**src/rtl/rx_header_sequencer_ble_if.sv**
```systemverilog
// Signal bundle between the BLE receive sequencer, the header/payload chains and the link
// controller. The master side drives the control and strobe inputs; the sequencer is the slave.
interface rx_header_sequencer_ble_if;
   logic       rx_enable;
   logic [2:0] my_lt_addr;
   logic       sync_found;
   logic       hdr_valid;
   logic       hdr_bit;
   logic       hdr_done;
   logic       hdr_err;
   logic       payload_done;
   logic       hdr_chain_en;
   logic       payload_chain_en;
   logic [2:0] lt_addr;
   logic [3:0] pkt_type;
   logic       flow;
   logic       arqn;
   logic       seqn;
   logic       pkt_ok;
   logic       pkt_fail;
   logic [1:0] status;

   modport master (
      output rx_enable, my_lt_addr, sync_found, hdr_valid, hdr_bit, hdr_done, hdr_err,
             payload_done,
      input  hdr_chain_en, payload_chain_en, lt_addr, pkt_type, flow, arqn, seqn, pkt_ok,
             pkt_fail, status
   );

   modport slave (
      input  rx_enable, my_lt_addr, sync_found, hdr_valid, hdr_bit, hdr_done, hdr_err,
             payload_done,
      output hdr_chain_en, payload_chain_en, lt_addr, pkt_type, flow, arqn, seqn, pkt_ok,
             pkt_fail, status
   );
endinterface

```
**src/rtl/rx_header_sequencer_ble.sv**
```systemverilog
// BLE/BT receive sequencer: enables the header chain after sync, collects and checks the
// header, hands over to the payload chain and reports per-packet status.
module rx_header_sequencer_ble #(
   parameter int unsigned HDR_BITS     = 10,
   parameter int unsigned CNT_W        = 16,
   parameter int unsigned HDR_TIMEOUT  = 200,
   parameter int unsigned PAY_TIMEOUT  = 3000,
   parameter bit          ACCEPT_BCAST = 1'b1
) (
   input logic                      clk,
   input logic                      reset,
   rx_header_sequencer_ble_if.slave bus
);

   localparam int unsigned          BitCntW    = $clog2(HDR_BITS + 2);
   localparam logic [BitCntW-1:0]   BitsFull   = BitCntW'(HDR_BITS);
   localparam logic [BitCntW-1:0]   BitsSat    = BitCntW'(HDR_BITS + 1);
   localparam logic [CNT_W-1:0]     HdrTmoLast = CNT_W'(HDR_TIMEOUT - 1);
   localparam logic [CNT_W-1:0]     PayTmoLast = CNT_W'(PAY_TIMEOUT - 1);
   localparam logic [1:0]           StatOk     = 2'd0;
   localparam logic [1:0]           StatFmt    = 2'd1;
   localparam logic [1:0]           StatAddr   = 2'd2;
   localparam logic [1:0]           StatTmo    = 2'd3;

   typedef enum logic [2:0] {
      StIdle,
      StWaitSync,
      StHdr,
      StCheck,
      StPayload,
      StDone,
      StFail
   } state_e;

   state_e               state_q;
   logic [HDR_BITS-1:0]  shreg_q;
   logic [BitCntW-1:0]   bit_cnt_q;
   logic [CNT_W-1:0]     timer_q;
   logic                 err_q;
   logic [1:0]           code_q;
   logic                 hdr_chain_en_q;
   logic                 payload_chain_en_q;
   logic [2:0]           lt_addr_q;
   logic [3:0]           pkt_type_q;
   logic                 flow_q;
   logic                 arqn_q;
   logic                 seqn_q;
   logic                 pkt_ok_q;
   logic                 pkt_fail_q;
   logic [1:0]           status_q;

   // Header is LSB first, so after HDR_BITS shifts the first bit sits in shreg_q[0].
   logic [2:0] hdr_lt;
   logic [3:0] hdr_type;
   logic       addr_ok;
   assign hdr_lt   = shreg_q[2:0];
   assign hdr_type = shreg_q[6:3];
   assign addr_ok  = (hdr_lt == bus.my_lt_addr) || (ACCEPT_BCAST && (hdr_lt == 3'd0));

   always_ff @(posedge clk or negedge reset) begin
      if (!reset) begin
         state_q            <= StIdle;
         shreg_q            <= '0;
         bit_cnt_q          <= '0;
         timer_q            <= '0;
         err_q              <= 1'b0;
         code_q             <= StatOk;
         hdr_chain_en_q     <= 1'b0;
         payload_chain_en_q <= 1'b0;
         lt_addr_q          <= '0;
         pkt_type_q         <= '0;
         flow_q             <= 1'b0;
         arqn_q             <= 1'b0;
         seqn_q             <= 1'b0;
         pkt_ok_q           <= 1'b0;
         pkt_fail_q         <= 1'b0;
         status_q           <= StatOk;
      end else begin
         pkt_ok_q   <= 1'b0;
         pkt_fail_q <= 1'b0;
         if (!bus.rx_enable) begin
            state_q            <= StIdle;
            hdr_chain_en_q     <= 1'b0;
            payload_chain_en_q <= 1'b0;
         end else begin
            unique case (state_q)
               StIdle: state_q <= StWaitSync;
               StWaitSync: begin
                  if (bus.sync_found) begin
                     state_q        <= StHdr;
                     hdr_chain_en_q <= 1'b1;
                     bit_cnt_q      <= '0;
                     timer_q        <= '0;
                     shreg_q        <= '0;
                  end
               end
               StHdr: begin
                  // Count one past HDR_BITS so over-long headers are flagged in CHECK.
                  if (bus.hdr_valid && (bit_cnt_q != BitsSat)) begin
                     if (bit_cnt_q != BitsFull) begin
                        shreg_q <= {bus.hdr_bit, shreg_q[HDR_BITS-1:1]};
                     end
                     bit_cnt_q <= bit_cnt_q + 1'b1;
                  end
                  if (bus.hdr_done) begin
                     err_q          <= bus.hdr_err;
                     hdr_chain_en_q <= 1'b0;
                     state_q        <= StCheck;
                  end else if (timer_q == HdrTmoLast) begin
                     hdr_chain_en_q <= 1'b0;
                     code_q         <= StatTmo;
                     state_q        <= StFail;
                  end else begin
                     timer_q <= timer_q + 1'b1;
                  end
               end
               StCheck: begin
                  lt_addr_q  <= hdr_lt;
                  pkt_type_q <= hdr_type;
                  flow_q     <= shreg_q[7];
                  arqn_q     <= shreg_q[8];
                  seqn_q     <= shreg_q[9];
                  if (err_q || (bit_cnt_q != BitsFull)) begin
                     code_q  <= StatFmt;
                     state_q <= StFail;
                  end else if (!addr_ok) begin
                     code_q  <= StatAddr;
                     state_q <= StFail;
                  end else if (hdr_type[3:1] == 3'b000) begin
                     // NULL and POLL carry no payload.
                     state_q <= StDone;
                  end else begin
                     timer_q            <= '0;
                     payload_chain_en_q <= 1'b1;
                     state_q            <= StPayload;
                  end
               end
               StPayload: begin
                  if (bus.payload_done) begin
                     payload_chain_en_q <= 1'b0;
                     state_q            <= StDone;
                  end else if (timer_q == PayTmoLast) begin
                     payload_chain_en_q <= 1'b0;
                     code_q             <= StatTmo;
                     state_q            <= StFail;
                  end else begin
                     timer_q <= timer_q + 1'b1;
                  end
               end
               StDone: begin
                  pkt_ok_q <= 1'b1;
                  status_q <= StatOk;
                  state_q  <= StWaitSync;
               end
               StFail: begin
                  pkt_fail_q <= 1'b1;
                  status_q   <= code_q;
                  state_q    <= StWaitSync;
               end
               default: state_q <= StIdle;
            endcase
         end
      end
   end

   assign bus.hdr_chain_en     = hdr_chain_en_q;
   assign bus.payload_chain_en = payload_chain_en_q;
   assign bus.lt_addr          = lt_addr_q;
   assign bus.pkt_type         = pkt_type_q;
   assign bus.flow             = flow_q;
   assign bus.arqn             = arqn_q;
   assign bus.seqn             = seqn_q;
   assign bus.pkt_ok           = pkt_ok_q;
   assign bus.pkt_fail         = pkt_fail_q;
   assign bus.status           = status_q;

endmodule

```
**src/flat_wrapper.sv**
```systemverilog
// flat-port wrapper written by rule: the top's interface ports become plain ports
module rx_header_sequencer_ble_flat 
#(
   parameter int unsigned HDR_BITS     = 10,
   parameter int unsigned CNT_W        = 16,
   parameter int unsigned HDR_TIMEOUT  = 200,
   parameter int unsigned PAY_TIMEOUT  = 3000,
   parameter bit          ACCEPT_BCAST = 1'b1
)
  (clk, reset, bus_rx_enable, bus_my_lt_addr, bus_sync_found, bus_hdr_valid, bus_hdr_bit, bus_hdr_done, bus_hdr_err, bus_payload_done, bus_hdr_chain_en, bus_payload_chain_en, bus_lt_addr, bus_pkt_type, bus_flow, bus_arqn, bus_seqn, bus_pkt_ok, bus_pkt_fail, bus_status);
  rx_header_sequencer_ble_if bus_i ();
  input logic clk;
  input logic reset;
  input wire logic [$bits(bus_i.rx_enable)-1:0] bus_rx_enable;
  input wire logic [$bits(bus_i.my_lt_addr)-1:0] bus_my_lt_addr;
  input wire logic [$bits(bus_i.sync_found)-1:0] bus_sync_found;
  input wire logic [$bits(bus_i.hdr_valid)-1:0] bus_hdr_valid;
  input wire logic [$bits(bus_i.hdr_bit)-1:0] bus_hdr_bit;
  input wire logic [$bits(bus_i.hdr_done)-1:0] bus_hdr_done;
  input wire logic [$bits(bus_i.hdr_err)-1:0] bus_hdr_err;
  input wire logic [$bits(bus_i.payload_done)-1:0] bus_payload_done;
  output wire logic [$bits(bus_i.hdr_chain_en)-1:0] bus_hdr_chain_en;
  output wire logic [$bits(bus_i.payload_chain_en)-1:0] bus_payload_chain_en;
  output wire logic [$bits(bus_i.lt_addr)-1:0] bus_lt_addr;
  output wire logic [$bits(bus_i.pkt_type)-1:0] bus_pkt_type;
  output wire logic [$bits(bus_i.flow)-1:0] bus_flow;
  output wire logic [$bits(bus_i.arqn)-1:0] bus_arqn;
  output wire logic [$bits(bus_i.seqn)-1:0] bus_seqn;
  output wire logic [$bits(bus_i.pkt_ok)-1:0] bus_pkt_ok;
  output wire logic [$bits(bus_i.pkt_fail)-1:0] bus_pkt_fail;
  output wire logic [$bits(bus_i.status)-1:0] bus_status;
  assign bus_i.rx_enable = bus_rx_enable;
  assign bus_i.my_lt_addr = bus_my_lt_addr;
  assign bus_i.sync_found = bus_sync_found;
  assign bus_i.hdr_valid = bus_hdr_valid;
  assign bus_i.hdr_bit = bus_hdr_bit;
  assign bus_i.hdr_done = bus_hdr_done;
  assign bus_i.hdr_err = bus_hdr_err;
  assign bus_i.payload_done = bus_payload_done;
  assign bus_hdr_chain_en = bus_i.hdr_chain_en;
  assign bus_payload_chain_en = bus_i.payload_chain_en;
  assign bus_lt_addr = bus_i.lt_addr;
  assign bus_pkt_type = bus_i.pkt_type;
  assign bus_flow = bus_i.flow;
  assign bus_arqn = bus_i.arqn;
  assign bus_seqn = bus_i.seqn;
  assign bus_pkt_ok = bus_i.pkt_ok;
  assign bus_pkt_fail = bus_i.pkt_fail;
  assign bus_status = bus_i.status;
  rx_header_sequencer_ble #(.HDR_BITS(HDR_BITS), .CNT_W(CNT_W), .HDR_TIMEOUT(HDR_TIMEOUT), .PAY_TIMEOUT(PAY_TIMEOUT), .ACCEPT_BCAST(ACCEPT_BCAST)) u_core (.clk(clk), .reset(reset), .bus(bus_i));
endmodule
```
**config.mk**
```make
export PLATFORM = sky130hd
export DESIGN_NAME = rx_header_sequencer_ble_flat
export DESIGN_NICKNAME = d
export VERILOG_FILES = /design/src/rtl/rx_header_sequencer_ble_if.sv /design/src/rtl/rx_header_sequencer_ble.sv /design/src/flat_wrapper.sv
export SDC_FILE = /design/constraint.sdc
export NUM_CORES = 1
export LEC_CHECK = 0
export ABC_CLOCK_PERIOD_IN_PS = 2800
export CAP_MARGIN = 20
export CORE_ASPECT_RATIO = 1.5
export CORE_UTILIZATION = 35
export DETAILED_ROUTE_END_ITERATION = 10
export GPL_TIMING_DRIVEN = 0
export PLACE_DENSITY = 0.5
export SKIP_CTS_REPAIR_TIMING = 1
export SYNTH_ARGS = -nofsm -noshare
export SYNTH_HDL_FRONTEND = slang
export SYNTH_SLANG_ARGS = --single-unit
```
**constraint.sdc**
```tcl
create_clock -name clk -period 2.8 [get_ports clk]
set_input_delay 0.28 -clock clk [delete_from_list [all_inputs] [get_ports clk]]
set_output_delay 0.28 -clock clk [all_outputs]
set_load 0.05 [all_outputs]
```
==> results.cfg <==
[clock_network]
htree_levels = 2
cts_max_path_buffers = 2
cts-buffers-inserted = 5
numClockSinks = 52
clk_latency_ns = 0.29
clk_pin_slew_ns = 0.07
cts_tree = done
ctsRootBufferMaster = clkbuf_16

[sta]
fin_crit_ns = 2.48
setup_violations = 0
period_share_pct = 88.4
slew_viol_final = 0
setup_slack_ns = 0.324
worstMarginPinSlew_ns = 0.757
grt_setup_unrepaired = false
relSlewSlack_pct = 49.3
skew_ns = 0.00660
fmax_mhz = 404
finalHoldViolCount = 0

[floorplanning]
io_pins = 28
fp.coreArea_sq_um = 7660
rows = 39
start_util_pct = 36.4
die_area_sq_um = 8340
fp.dieW_microns = 74.9
die_h_microns = 111

[finish]
syn2layout_area_growth_pct = 19.9
finalCoreUtilization_pct = 43.7
fin_nets = 340
multiInputGateArea_sq_um = 1400
fill_cells = 761
ff_latch_area_sq_um = 1300
drive_gt1_share_pct = 10.4
mostFrequentLayoutCells = dfrtp_1, nand2_1, clkdlybuf4s50_1, nor2_1
final_common_cell = dfrtp_1
diodes = 0

[grt]
antenna_found_initial = 0
grt_pass1_vias = 2325
grt_max_degree = 28
grt_usage_pct = 18.4
grt_overflow = 0
grt_first_pass_wirelength_microns = 11700

[worst_setup_path]
r2r_start = u_core.state_q[1]
critPathLaunchType = flip-flop
crit_type = reg2reg
critPathMaxFanout = 10
critPathRequiredTime_ns = 3.00
worst_setup_path_end_kind = flip-flop
crit_path_cell_trace = clkbuf_1 -> nand2_1 -> a21oi_1 -> clkbuf_1 -> o21ai_0 -> a31oi_1
max_stage_delay_ns = 0.52
slowest_stage = a21oi_1
critPathLaunch = u_core.state_q[1]
worstPathArrival_ns = 2.68
path_common_cell = clkbuf_1

[synth]
synth_area_leader_cell = dfrtp_1
yosys.area_share.adder_pct = 1.34
synth_seq_cells = 52
synthCells = 291
synthSimpleGateAreaFrac_pct = 23.0
synth.mux.area_fraction_pct = 5.92
yosysUniqueCellTypes = 52
synth_top_flop_cell = dfrtp_1
synth_nets = 306
yosysSeqAreaShare_pct = 46.6
synth_top_family_by_area = simple AND/OR/NAND/NOR gates
synth_compound_area_share_pct = 19.1
netlist_top_cells_area = dfrtp_1, mux2_2, a22o_1
netlist.area_leader.share_pct = 46.6
synth_xor_xnor_area_share_pct = 0.628
syn-cell-area_sq_um = 2790
syn_avg_cell_area_sq_um = 9.59
yosys_warnings = 0
synth_edf_count = 0
async_flop_share_pct = 100

[placed_design]
preCtsSetupSlack_ns = 0.0952
routabilityCongestion = 0.847
port_buffers = 26
hpwl_microns = 5220

[route]
drt-total-wl_microns = 6970
drc = 0
firstDrtPassIters = 4
wire_per_inst_microns = 16.3
routed_via_density = 5.55
vias = 2376
drt_iter0_drc = 135
final_antenna_net_count = 0

[power_and_ir_drop]
ir_drop_uv = 278
cellLeakagePower_nw = 1.39
powerDensity_nw_per_um2 = 765

[run]
cap_violations = 0

[hold_path]
min_path_type = in2async

[outcome]
outcome = finished, final reports clean
## per-stage QoR
step | total power, W | instance area [sq um] | hold WS (ns) | TNS, ns | cells
after global placement | 0.00194 | 3180 | 0.483 | -12.94 | 419
after global routing | 0.00274 | 3350 | 0.0582 | 0 | 428
after CTS | 0.00260 | 3350 | 0.0315 | 0 | 428
final | 0.00256 | 3350 | 0.0123 | 0 | 428
after detailed placement | 0.00195 | 3190 | 0.348 | 0 | 420
after floorplan | 0.00165 | 2790 | -0.0156 | 0 | 291
## logic make-up (layout without fill, tap and decap cells)
family | after synthesis | count (layout)
DFF | 52 | 52
xor gates and xnor gates | 2 | 2
adders and majority gates | 3 | 3
AOI/OAI and AO/OA | 78 | 78
buffers and inverters | 23 | 58
muxes | 15 | 15
and+or+nand+nor | 118 | 118
## final cells by class
type | count | share of cell area [%]
sequential | 52 | 38.9
clock inverter | 2 | 0.448
clock buffer | 6 | 4.15
buffer | 12 | 1.57
multi-input combinational | 216 | 41.7
timing repair buffer | 27 | 8.22
inverter | 11 | 1.23
tap | 102 | 3.81
## critical path: cells and delay by family, from the launching register on
family,cells,cell delay (ns)
AO/OA/AOI/OAI,3,0.92
buffers and inverters,2,0.87
flip-flops,1,0.48
AND/OR/NAND/NOR,1,0.13
## routing by layer
layer  vias to the layer above  routed length (microns)  track usage, %  part of all wire, %
met3                        19                      259            2.99                  3.7
met2                        67                     3630            31.8                   52
met5                         -                        0               0                    0
met1                      1146                     2840            21.2                   41
li1                       1144                        -               -                    -
met4                         0                      232            9.43                  3.3
## synthesized netlist by cell type (3+ instances only)
cell / n
nand3_1: 13
dfrtp_1: 52
a31oi_1: 13
a22o_1: 13
nand2_1: 28
inv_1: 11
clkbuf_1: 8
o21ai_0: 14
and4_1: 3
nand4_1: 5
a21o_1: 4
nor2_1: 20
a41oi_1: 4
mux2_2: 12
a21oi_1: 14
ha_1: 3
nor4_1: 4
nand2b_1: 8
nor3_1: 9
mux2i_1: 3
nor2b_1: 7
o211ai_1: 3
## state kept, by name (all words and copies together) (netlist names), 2 cells and up
signal               cells
u_core.bit_cnt_q         4
u_core.bus.lt_addr       3
u_core.bus.pkt_type      4
u_core.bus.status        2
u_core.code_q            2
u_core.shreg_q          10
u_core.state_q           3
u_core.timer_q          16
## report_power, final
part           internal [W]  switching, W  total [W]
Clock              0.000356      0.000278   0.000634
Sequential         0.000867      0.000115   0.000982
Combinational      0.000347      0.000599   0.000946
## worst paths after layout
path                       depth (start not counted)  slack (ns)                           to
setup / recovery                                   6        0.32            u_core.timer_q[9]
hold / removal                                     1        0.01        u_core.bus.lt_addr[1]
setup reg to reg                                   6        0.32            u_core.timer_q[9]
hold reg to reg                                    1        0.50                 u_core.err_q
max in group asynchronous                          2        2.21       u_core.bus.pkt_type[2]
min in group clk                                   2        0.37  u_core.bus.payload_chain_en
(Power assumes the default switching activity.)
